===== src/rtl/rfphoenix_hptw_if.sv =====
// Miss-request, memory-bus and refill-result signals of the rfPhoenix hashed page-table walker.
// The walker takes the slave view; the TLB refill logic and the memory bus together take the master view.
interface rfphoenix_hptw_if;
  logic [31:0]  ptbr_i;
  logic         miss_v_i;
  logic         miss_rdy_o;
  logic [31:0]  miss_adr_i;
  logic [9:0]   miss_asid_i;
  logic         cyc_o;
  logic         stb_o;
  logic [31:0]  adr_o;
  logic         ack_i;
  logic         err_i;
  logic [127:0] dat_i;
  logic         tlbe_v_o;
  logic [127:0] tlbe_o;
  logic         fault_o;
  logic         berr_o;

  modport slave (
    input  ptbr_i, miss_v_i, miss_adr_i, miss_asid_i, ack_i, err_i, dat_i,
    output miss_rdy_o, cyc_o, stb_o, adr_o, tlbe_v_o, tlbe_o, fault_o, berr_o
  );

  modport master (
    output ptbr_i, miss_v_i, miss_adr_i, miss_asid_i, ack_i, err_i, dat_i,
    input  miss_rdy_o, cyc_o, stb_o, adr_o, tlbe_v_o, tlbe_o, fault_o, berr_o
  );
endinterface


===== src/rtl/rfphoenix_hptw.sv =====
// Hashed page-table walker: reads the eight HPTEs of a hashed group and returns a TLBE or a fault.
// Optional secondary-group probe is enabled by defining RFPHOENIX_HPTW_SECOND_PROBE_EN.
module rfphoenix_hptw #(
  parameter int HASH_BITS = 10
) (
  input logic             clk_i,
  input logic             rst_i,
  rfphoenix_hptw_if.slave hif
);

  // HPTE layout, MSB first; v is bit 0.
  typedef struct packed {
    logic [31:0] ppnhi;
    logic [15:0] ppn;
    logic [15:0] vpnhi;
    logic [15:0] vpn;
    logic [9:0]  asid;
    logic [24:0] rsvd;
    logic [2:0]  c;
    logic        a;
    logic [2:0]  rwx;
    logic        m;
    logic [2:0]  lvl;
    logic        g;
    logic        v;
  } hpte_t;

  // TLBE layout, MSB first; v is bit 0.
  typedef struct packed {
    logic [31:0] adr;
    logic [31:0] vpn;
    logic [39:0] ppn;
    logic [9:0]  asid;
    logic        pad1;
    logic [2:0]  c;
    logic        a;
    logic [2:0]  rwx;
    logic        m;
    logic        g;
    logic [2:0]  lvl;
    logic        v;
  } tlbe_t;

  localparam logic [1:0] IDLE = 2'd0;
  localparam logic [1:0] REQ  = 2'd1;
  localparam logic [1:0] CHK  = 2'd2;
  localparam logic [1:0] RESP = 2'd3;

  logic [1:0]  state;
  logic [2:0]  beat;
  logic [31:0] grp_base;
  logic [17:0] vpn_q;
  logic [9:0]  asid_q;
  logic [31:0] adr_q;
  hpte_t       hpte;
  tlbe_t       tlbe;
  tlbe_t       tlbe_nxt;
  logic        cyc;
  logic        stb;
  logic [31:0] adr;
  logic        tlbe_v;
  logic        fault;
  logic        berr;
  logic        hit;

  logic [17:0]          vpn_in;
  logic [HASH_BITS-1:0] hash;
  logic [31:0]          base_in;
  logic [2:0]           beat_nxt;

  assign vpn_in   = hif.miss_adr_i[31:14];
  assign hash     = HASH_BITS'(vpn_in) ^ HASH_BITS'(hif.miss_asid_i);
  assign base_in  = hif.ptbr_i + 32'({hash, 7'b0});
  assign beat_nxt = beat + 3'd1;

`ifdef RFPHOENIX_HPTW_SECOND_PROBE_EN
  logic        probe;
  logic [31:0] alt_base;
  logic [31:0] alt_base_in;

  assign alt_base_in = hif.ptbr_i + 32'({~hash, 7'b0});
`endif

  assign hit = hpte.v
            && (hpte.vpn == vpn_q[15:0])
            && (hpte.vpnhi == {14'b0, vpn_q[17:16]})
            && (hpte.g || (hpte.asid == asid_q));

  // NOTE: every field gets a default first so no path through this block can infer a latch.
  always_comb begin
    tlbe_nxt      = '0;
    tlbe_nxt.adr  = adr_q;
    tlbe_nxt.vpn  = {14'b0, vpn_q};
    tlbe_nxt.ppn  = {hpte.ppnhi[23:0], hpte.ppn};
    tlbe_nxt.asid = hpte.asid;
    tlbe_nxt.c    = hpte.c;
    tlbe_nxt.a    = hpte.a;
    tlbe_nxt.rwx  = hpte.rwx;
    tlbe_nxt.m    = hpte.m;
    tlbe_nxt.g    = hpte.g;
    tlbe_nxt.lvl  = hpte.lvl;
    tlbe_nxt.v    = 1'b1;
  end

  // NOTE: state uses non-blocking assignments so every register samples the pre-edge values.
  always_ff @(posedge clk_i or posedge rst_i) begin
    if (rst_i) begin
      state    <= IDLE;
      beat     <= '0;
      grp_base <= '0;
      vpn_q    <= '0;
      asid_q   <= '0;
      adr_q    <= '0;
      hpte     <= '0;
      tlbe     <= '0;
      cyc      <= 1'b0;
      stb      <= 1'b0;
      adr      <= '0;
      tlbe_v   <= 1'b0;
      fault    <= 1'b0;
      berr     <= 1'b0;
`ifdef RFPHOENIX_HPTW_SECOND_PROBE_EN
      probe    <= 1'b0;
      alt_base <= '0;
`endif
    end else begin
      case (state)
        IDLE: begin
          if (hif.miss_v_i) begin
            vpn_q    <= vpn_in;
            asid_q   <= hif.miss_asid_i;
            adr_q    <= hif.miss_adr_i;
            grp_base <= base_in;
            beat     <= '0;
            adr      <= base_in;
            cyc      <= 1'b1;
            stb      <= 1'b1;
            state    <= REQ;
`ifdef RFPHOENIX_HPTW_SECOND_PROBE_EN
            probe    <= 1'b0;
            alt_base <= alt_base_in;
`endif
          end
        end
        REQ: begin
          // A bus error takes priority over a simultaneous ack.
          if (hif.err_i) begin
            cyc   <= 1'b0;
            stb   <= 1'b0;
            fault <= 1'b1;
            berr  <= 1'b1;
            state <= RESP;
          end else if (hif.ack_i) begin
            hpte  <= hif.dat_i;
            cyc   <= 1'b0;
            stb   <= 1'b0;
            state <= CHK;
          end
        end
        CHK: begin
          if (hit) begin
            tlbe   <= tlbe_nxt;
            tlbe_v <= 1'b1;
            state  <= RESP;
          end else if (beat != 3'd7) begin
            beat  <= beat_nxt;
            adr   <= grp_base + 32'({beat_nxt, 4'b0});
            cyc   <= 1'b1;
            stb   <= 1'b1;
            state <= REQ;
`ifdef RFPHOENIX_HPTW_SECOND_PROBE_EN
          end else if (!probe) begin
            probe    <= 1'b1;
            beat     <= '0;
            grp_base <= alt_base;
            adr      <= alt_base;
            cyc      <= 1'b1;
            stb      <= 1'b1;
            state    <= REQ;
`endif
          end else begin
            fault <= 1'b1;
            state <= RESP;
          end
        end
        RESP: begin
          tlbe_v <= 1'b0;
          fault  <= 1'b0;
          berr   <= 1'b0;
          state  <= IDLE;
        end
        default: state <= IDLE;
      endcase
    end
  end

  // Reserved HPTE bits and the top of ppnhi carry nothing the TLBE needs.
  logic unused_hpte_bits;
  assign unused_hpte_bits = ^{hpte.rsvd, hpte.ppnhi[31:24]};

  assign hif.miss_rdy_o = (state == IDLE);
  assign hif.cyc_o      = cyc;
  assign hif.stb_o      = stb;
  assign hif.adr_o      = adr;
  assign hif.tlbe_v_o   = tlbe_v;
  assign hif.tlbe_o     = tlbe;
  assign hif.fault_o    = fault;
  assign hif.berr_o     = berr;

endmodule


===== src/flat_wrapper.sv =====
// flat-port wrapper written by rule: the top's interface ports become plain ports
module rfphoenix_hptw_flat 
#(
  parameter int HASH_BITS = 10
)
  (clk_i, rst_i, hif_ptbr_i, hif_miss_v_i, hif_miss_adr_i, hif_miss_asid_i, hif_ack_i, hif_err_i, hif_dat_i, hif_miss_rdy_o, hif_cyc_o, hif_stb_o, hif_adr_o, hif_tlbe_v_o, hif_tlbe_o, hif_fault_o, hif_berr_o);
  rfphoenix_hptw_if hif_i ();
  input logic clk_i;
  input logic rst_i;
  input wire logic [$bits(hif_i.ptbr_i)-1:0] hif_ptbr_i;
  input wire logic [$bits(hif_i.miss_v_i)-1:0] hif_miss_v_i;
  input wire logic [$bits(hif_i.miss_adr_i)-1:0] hif_miss_adr_i;
  input wire logic [$bits(hif_i.miss_asid_i)-1:0] hif_miss_asid_i;
  input wire logic [$bits(hif_i.ack_i)-1:0] hif_ack_i;
  input wire logic [$bits(hif_i.err_i)-1:0] hif_err_i;
  input wire logic [$bits(hif_i.dat_i)-1:0] hif_dat_i;
  output wire logic [$bits(hif_i.miss_rdy_o)-1:0] hif_miss_rdy_o;
  output wire logic [$bits(hif_i.cyc_o)-1:0] hif_cyc_o;
  output wire logic [$bits(hif_i.stb_o)-1:0] hif_stb_o;
  output wire logic [$bits(hif_i.adr_o)-1:0] hif_adr_o;
  output wire logic [$bits(hif_i.tlbe_v_o)-1:0] hif_tlbe_v_o;
  output wire logic [$bits(hif_i.tlbe_o)-1:0] hif_tlbe_o;
  output wire logic [$bits(hif_i.fault_o)-1:0] hif_fault_o;
  output wire logic [$bits(hif_i.berr_o)-1:0] hif_berr_o;
  assign hif_i.ptbr_i = hif_ptbr_i;
  assign hif_i.miss_v_i = hif_miss_v_i;
  assign hif_i.miss_adr_i = hif_miss_adr_i;
  assign hif_i.miss_asid_i = hif_miss_asid_i;
  assign hif_i.ack_i = hif_ack_i;
  assign hif_i.err_i = hif_err_i;
  assign hif_i.dat_i = hif_dat_i;
  assign hif_miss_rdy_o = hif_i.miss_rdy_o;
  assign hif_cyc_o = hif_i.cyc_o;
  assign hif_stb_o = hif_i.stb_o;
  assign hif_adr_o = hif_i.adr_o;
  assign hif_tlbe_v_o = hif_i.tlbe_v_o;
  assign hif_tlbe_o = hif_i.tlbe_o;
  assign hif_fault_o = hif_i.fault_o;
  assign hif_berr_o = hif_i.berr_o;
  rfphoenix_hptw #(.HASH_BITS(HASH_BITS)) u_core (.clk_i(clk_i), .rst_i(rst_i), .hif(hif_i));
endmodule

===== config.mk =====
export PLATFORM = sky130hd
export DESIGN_NAME = rfphoenix_hptw_flat
export DESIGN_NICKNAME = d
export VERILOG_FILES = /design/src/rtl/rfphoenix_hptw_if.sv /design/src/rtl/rfphoenix_hptw.sv /design/src/flat_wrapper.sv
export SDC_FILE = /design/constraint.sdc
export NUM_CORES = 1
export LEC_CHECK = 0
export CAP_MARGIN = 20
export CORE_MARGIN = 8
export CORE_UTILIZATION = 52
export DETAILED_ROUTE_END_ITERATION = 7
export MAX_ROUTING_LAYER = met4
export PLACE_DENSITY = 0.85
export SYNTH_ARGS = -nofsm -noshare
export SYNTH_HDL_FRONTEND = slang
export SYNTH_SLANG_ARGS = --single-unit

===== constraint.sdc =====
create_clock -name clk_i -period 16.9 [get_ports clk_i]
set_input_delay 1.69 -clock clk_i [delete_from_list [all_inputs] [get_ports clk_i]]
set_output_delay 1.69 -clock clk_i [all_outputs]
set_load 0.01 [all_outputs]

Yosys cells after proc, flatten, opt, wreduce, memory -nomap -nowiden

Index checks and enable logic that the tools add are counted.

Mux-type cells: 27
Add/sub/neg operators: 3
Bitwise logic cells: 2
Eq/ne operators: 14
Reductions and logical operators: 19

Operators by type and width:

| operator             | count |
|---|---|
| $mux W32             | 3 |
| $pmux W32 S2         | 1 |
| $add A32 B17 Y32     | 1 |
| $add A32 B7 Y32      | 1 |
| $eq A16 B16 Y1       | 1 |
| $eq A16 B2 Y1        | 1 |
| $eq A10 B10 Y1       | 1 |
| $mux W2              | 5 |
| $reduce_and A2 Y1    | 5 |
| $xor A10 B10 Y10     | 1 |
| $mux W1              | 9 |
| $mux W3              | 3 |
| $ne A2 B2 Y1 const B | 4 |
| $pmux W2 S4          | 1 |
| $reduce_and A4 Y1    | 2 |
| $ne A3 B3 Y1 const B | 2 |
| $pmux W1 S3          | 2 |
| $pmux W3 S2          | 1 |
| $reduce_bool A2 Y1   | 3 |
| $reduce_bool A3 Y1   | 2 |
| $reduce_and A5 Y1    | 1 |
| $eq A2 B2 Y1 const B | 2 |
| $ne A2 B1 Y1 const B | 2 |
| $pmux W1 S2          | 2 |
| 7 further kinds      | 9 |

Flip-flop bits (word level): 341
Output and inout port bits: 166
Bits of input ports: 207
Logic and storage cells: 99

Logic depth before layout (Yosys ltp)

Depth in word-level cells: 6
Mapped depth: 11
Gate-level depth less buffers: 11

Worst setup path after synthesis

OpenSTA, ideal clock, no wires.

Kind: input-to-reg
Start point: input hif_miss_adr_i[14]
End point: register u_core.adr[27] (netlist: u_core.hif.adr_o[27])
Arrival time: 3.544 ns
Path buffers: 0
Cell stages on the path: 11
Required time: 16.779 ns
Path slack: 13.235 ns
Setup time: 0.121 ns
Path through: xor2_1 > ha_1 > inv_1 > fa_1 > nor2b_1 > o31a_1 > o211ai_2 > a211oi_1 > xnor2_1 > nand2_1 > a22o_1

Cells in the longest elaborated chain, start to end: 4

RTL lines:

| what                   | line                  | RTL |
|---|---|---|
| start: declaration     | flat_wrapper.sv:12    | `input wire logic [$bits(hif_i.miss_adr_i)-1:0] hif_miss_adr_i;` |
| $xor A10 B10 Y10       | rfphoenix_hptw.sv:72  | `assign hash = HASH_BITS'(vpn_in) ^ HASH_BITS'(hif.miss_asid_i);` |
| $add A32 B17 Y32       | rfphoenix_hptw.sv:73  | `assign base_in = hif.ptbr_i + 32'({hash, 7'b0});` |
| $mux W32               | rfphoenix_hptw.sv:129 | `if (hif.miss_v_i) begin` |
| $pmux W32 S2           | rfphoenix_hptw.sv:127 | `case (state)` |
| end signal: assignment | rfphoenix_hptw.sv:135 | `adr <= base_in;` |
| end signal: assignment | rfphoenix_hptw.sv:167 | `adr <= grp_base + 32'({beat_nxt, 4'b0});` |
| end: declaration       | rfphoenix_hptw.sv:60  | `logic [31:0] adr;` |

Every way passes these cells. The select of a mux whose other input is x is not followed.
A chain may end at the register's enable or synchronous reset.

Final worst setup path

Start point: input hif_miss_asid_i[9]
End point: register u_core.adr[27] (netlist: u_core.hif.adr_o[27])

Cells in the longest elaborated chain, start to end: 4

RTL lines:

| what               | line                  | RTL |
|---|---|---|
| start: declaration | flat_wrapper.sv:13    | `input wire logic [$bits(hif_i.miss_asid_i)-1:0] hif_miss_asid_i;` |
| $xor A10 B10 Y10   | rfphoenix_hptw.sv:72  |  |
| $add A32 B17 Y32   | rfphoenix_hptw.sv:73  |  |
| $mux W32           | rfphoenix_hptw.sv:129 |  |
| $pmux W32 S2       | rfphoenix_hptw.sv:127 |  |

Every way passes these cells. The select of a mux whose other input is x is not followed.

==> results by group <==
Layout
  – Finished Cell Area: 18,000 um^2
  – Finished Layout Cells: 1,823
  – Share of cells above drive strength 1: 0.121
  – Fillers: 1,835
  – Area added between synthesis and finish: 32.1%
  – Most common cell after layout, fill and taps aside: clkdlybuf4s50_1
  – Nets: 1,683
  – Most frequent cells in the layout: 324 x clkdlybuf4s50_1, 305 x dfrtp_1, 251 x nand2_1, 98 x mux2_2, 90 x mux2_1
  – Fin util: 0.696

Routing
  – Vias: 9,638
  – DRC viols: 0
  – Routed Antenna Nets: 0
  – Vias per cell: 5.29
  – Routed WL: 36,700 um
  – DRT Pass-1 Iters: 5
  – Wire per inst: 20.2 um
  – First-iteration detailed-routing DRC count: 657

Global routing
  – All-layer global routing usage: 0.233
  – First-pass GRT wire length: 56,700 um
  – Largest net degree at the start of global routing: 174
  – Number of global-route vias before repair: 10,100
  – Global route total overflow: 0
  – Initial antenna violation count: 2

Die
  – DIE HEIGHT: 178 um
  – FP Rows: 59
  – IO Pins: 373
  – Core Region: 25,900 um^2
  – Initial Utilization: 0.527
  – Die Area: 31,700 um^2
  – Die W: 178 um

Power
  – Total power draw: 2.64 mW
  – Power Density: 146 nW/um^2
  – Peak supply drop: 114 uV
  – Leakage Power: 8.26 nW

Setup path
  – Worst R2R End: u_core.hif.adr_o[12]$_DFFE_PP0P_
  – Crit path DAT: 4510 ps
  – CP Launch Point: hif_miss_asid_i[9]
  – R2r startpoint: u_core.hpte[74]$_DFFE_PP0P_
  – Critical path type: input port to flip-flop
  – Max FO, Critical Path: 7
  – CP startpoint kind: input port
  – FF-to-FF setup slack: 13,680 ps
  – CP endpoint: u_core.hif.adr_o[27]$_DFFE_PP0P_
  – Critical path required time: 17,350 ps
  – Crit. End Element: flip-flop
  – Reg2reg path depth: 8

STA
  – Fin crit share: 0.240
  – Setup violators final: 0
  – Setup TNS: 0 ps
  – Final clock skew: 11.2 ps
  – Fin. Hold Viols: 0
  – Max-slew violations: 0
  – Max frequency: 246 MHz
  – Hold slack: 466 ps
  – Worst slew pin tran: 997 ps
  – Relative slew slack: 0.335
  – RSZ-0062 raised after global routing: false
  – Final worst setup slack: 12,840 ps
  – Crit path time final: 4060 ps

Yosys
  – Number of synthesized flops with an enable pin: 0
  – Cell area after synthesis: 13,600 um^2
  – Yosys Warn Count: 0
  – Synth Instances: 1,167
  – FF+latch count, synth: 305
  – Register area share after synthesis: 0.559
  – Asr flop ratio synth: 1.00
  – Post-synth top flop: dfrtp_1
  – Synth unique cells: 54
  – Avg Cell Area, Syn: 11.7 um^2

Clock tree
  – Hold_buf cts: 0
  – Max clock buf depth: 3
  – CTS root buf: clkbuf_16
  – CTS Buf Count: 31
  – Clock slew at reported path FFs: 70 ps
  – Skew-Pair Late Insertion Delay: 560 ps
  – CTS tree: built
  – CTS H-Tree Depth: 1
  – Post-CTS repair timing setup buffer count: 0
  – PostCTS Resize Cnt: 0
  – CTS sink cnt: 305

Placed design
  – Place WS: 12,270 ps
  – DP HPWL: 26,100 um
  – Port Buffers: 324
  – Routability cong.: 0.882
  – Dpl cells: 1,761
  – Cell Area, Placed: 16,900 um^2

Outcome
  – Outcome: finished clean

Run
  – Max cap viols: 0

Worst hold path
  – Tightest Hold Check Type: flip-flop to flip-flop
## metal layers
| layer | global-route usage | share of wire | up-vias |
|---|---|---|---|
| met5 | - | 0 | - |
| met4 | 0.0504 | 0.019 | 0 |
| met3 | 0.0588 | 0.084 | 50 |
| met2 | 0.384 | 0.48 | 318 |
| met1 | 0.288 | 0.42 | 4766 |
| li1 | - | - | 4504 |
## Yosys cell counts, drive strengths merged, types with 2 or more instances
master	count	share of area
o2111ai	2	0.0013
o211ai	5	0.0031
nand2b	5	0.0023
a21boi	4	0.0022
nand4	11	0.0050
fa	2	0.0029
a22o	4	0.0026
a211oi	3	0.0017
or3	2	0.00092
nand2	253	0.070
o22ai	2	0.00092
o21ai	52	0.019
nor4b	2	0.0017
mux2i	12	0.0088
ha	15	0.014
and2	2	0.00092
nor3	4	0.0015
nor2	21	0.0058
nand3	12	0.0044
nor4	8	0.0059
buf	64	0.033
a21oi	30	0.011
clkbuf	23	0.0063
mux2	192	0.16
inv	11	0.0030
xnor2	46	0.030
nor2b	5	0.0023
and4	4	0.0026
dfrtp	305	0.56
or2	4	0.0018
xor2	37	0.024
o311ai	4	0.0026
a21o	5	0.0028
and3	8	0.0037
## worst max-delay path, stage by stage
cell and delay [ps]:
clkdlybuf4s50_1 510, xor2_1 460, ha_1 280, or2_2 160, and3_1 320, o211ai_2 220, a211oi_1 370, xnor2_1 190
nand2_1 80, a22o_1 210
## registers in the layout, summed over array words and instances (netlist names)
| name | count |
|---|---|
| u_core.adr_q | 32 |
| u_core.asid_q | 10 |
| u_core.beat | 3 |
| u_core.grp_base | 32 |
| u_core.hif.adr_o | 32 |
| u_core.hif.berr_o | 1 |
| u_core.hif.cyc_o | 1 |
| u_core.hif.fault_o | 1 |
| u_core.hif.tlbe_o | 95 |
| u_core.hif.tlbe_v_o | 1 |
| u_core.hpte | 95 |
| u_core.state | 2 |
## area by class of cell
class,count,area [um^2],share of cell area
inverter,11,48.8,0.00271
antenna,4,10.0,0.000555
sequential,305,7630,0.423
clock buffer,39,866,0.0480
timing repair buffer,332,3320,0.184
tap,335,419,0.0233
multi-input combinational,778,5510,0.306
clock inverter,19,216,0.0120
## cells by family (layout without fill, tap and decap cells)
kind of cell	after synthesis	in the layout	share of synthesized area
simple gates	342	342	0.109
buf+inv	98	401	0.0427
other cells	1	19	0.000275
flops	305	305	0.559
xor+xnor	83	83	0.0533
mux	204	204	0.168
compound gates	117	117	0.0504
fa+ha+maj	17	17	0.0167
## report_power, final
part / leakage (nW) / internal (mW) / switching [mW]
Sequential: 3.88 / 0.977 / 0.183
Clock: 0.529 / 0.425 / 0.295
Combinational: 3.85 / 0.385 / 0.373
## how the worst min path moves through the flow
stage | from | to | slack (ps) | cells past startpoint
finish | u_core.adr_q[5]$_DFFE_PP0P_ | u_core.adr_q[5]$_DFFE_PP0P_ | 470 | 2
detailed placement | u_core.adr_q[13]$_DFFE_PP0P_ | u_core.adr_q[13]$_DFFE_PP0P_ | 460 | 2
global route | u_core.hif.tlbe_o[0]$_DFFE_PP0P_ | u_core.hif.tlbe_o[0]$_DFFE_PP0P_ | 490 | 1
global placement | u_core.hif.tlbe_o[0]$_DFFE_PP0P_ | u_core.hif.tlbe_o[0]$_DFFE_PP0P_ | 450 | 1
floorplan | u_core.adr_q[10]$_DFFE_PP0P_ | u_core.adr_q[10]$_DFFE_PP0P_ | 440 | 2
CTS | u_core.adr_q[5]$_DFFE_PP0P_ | u_core.adr_q[5]$_DFFE_PP0P_ | 470 | 2
Note: power is estimated with default switching activity, not from simulation.
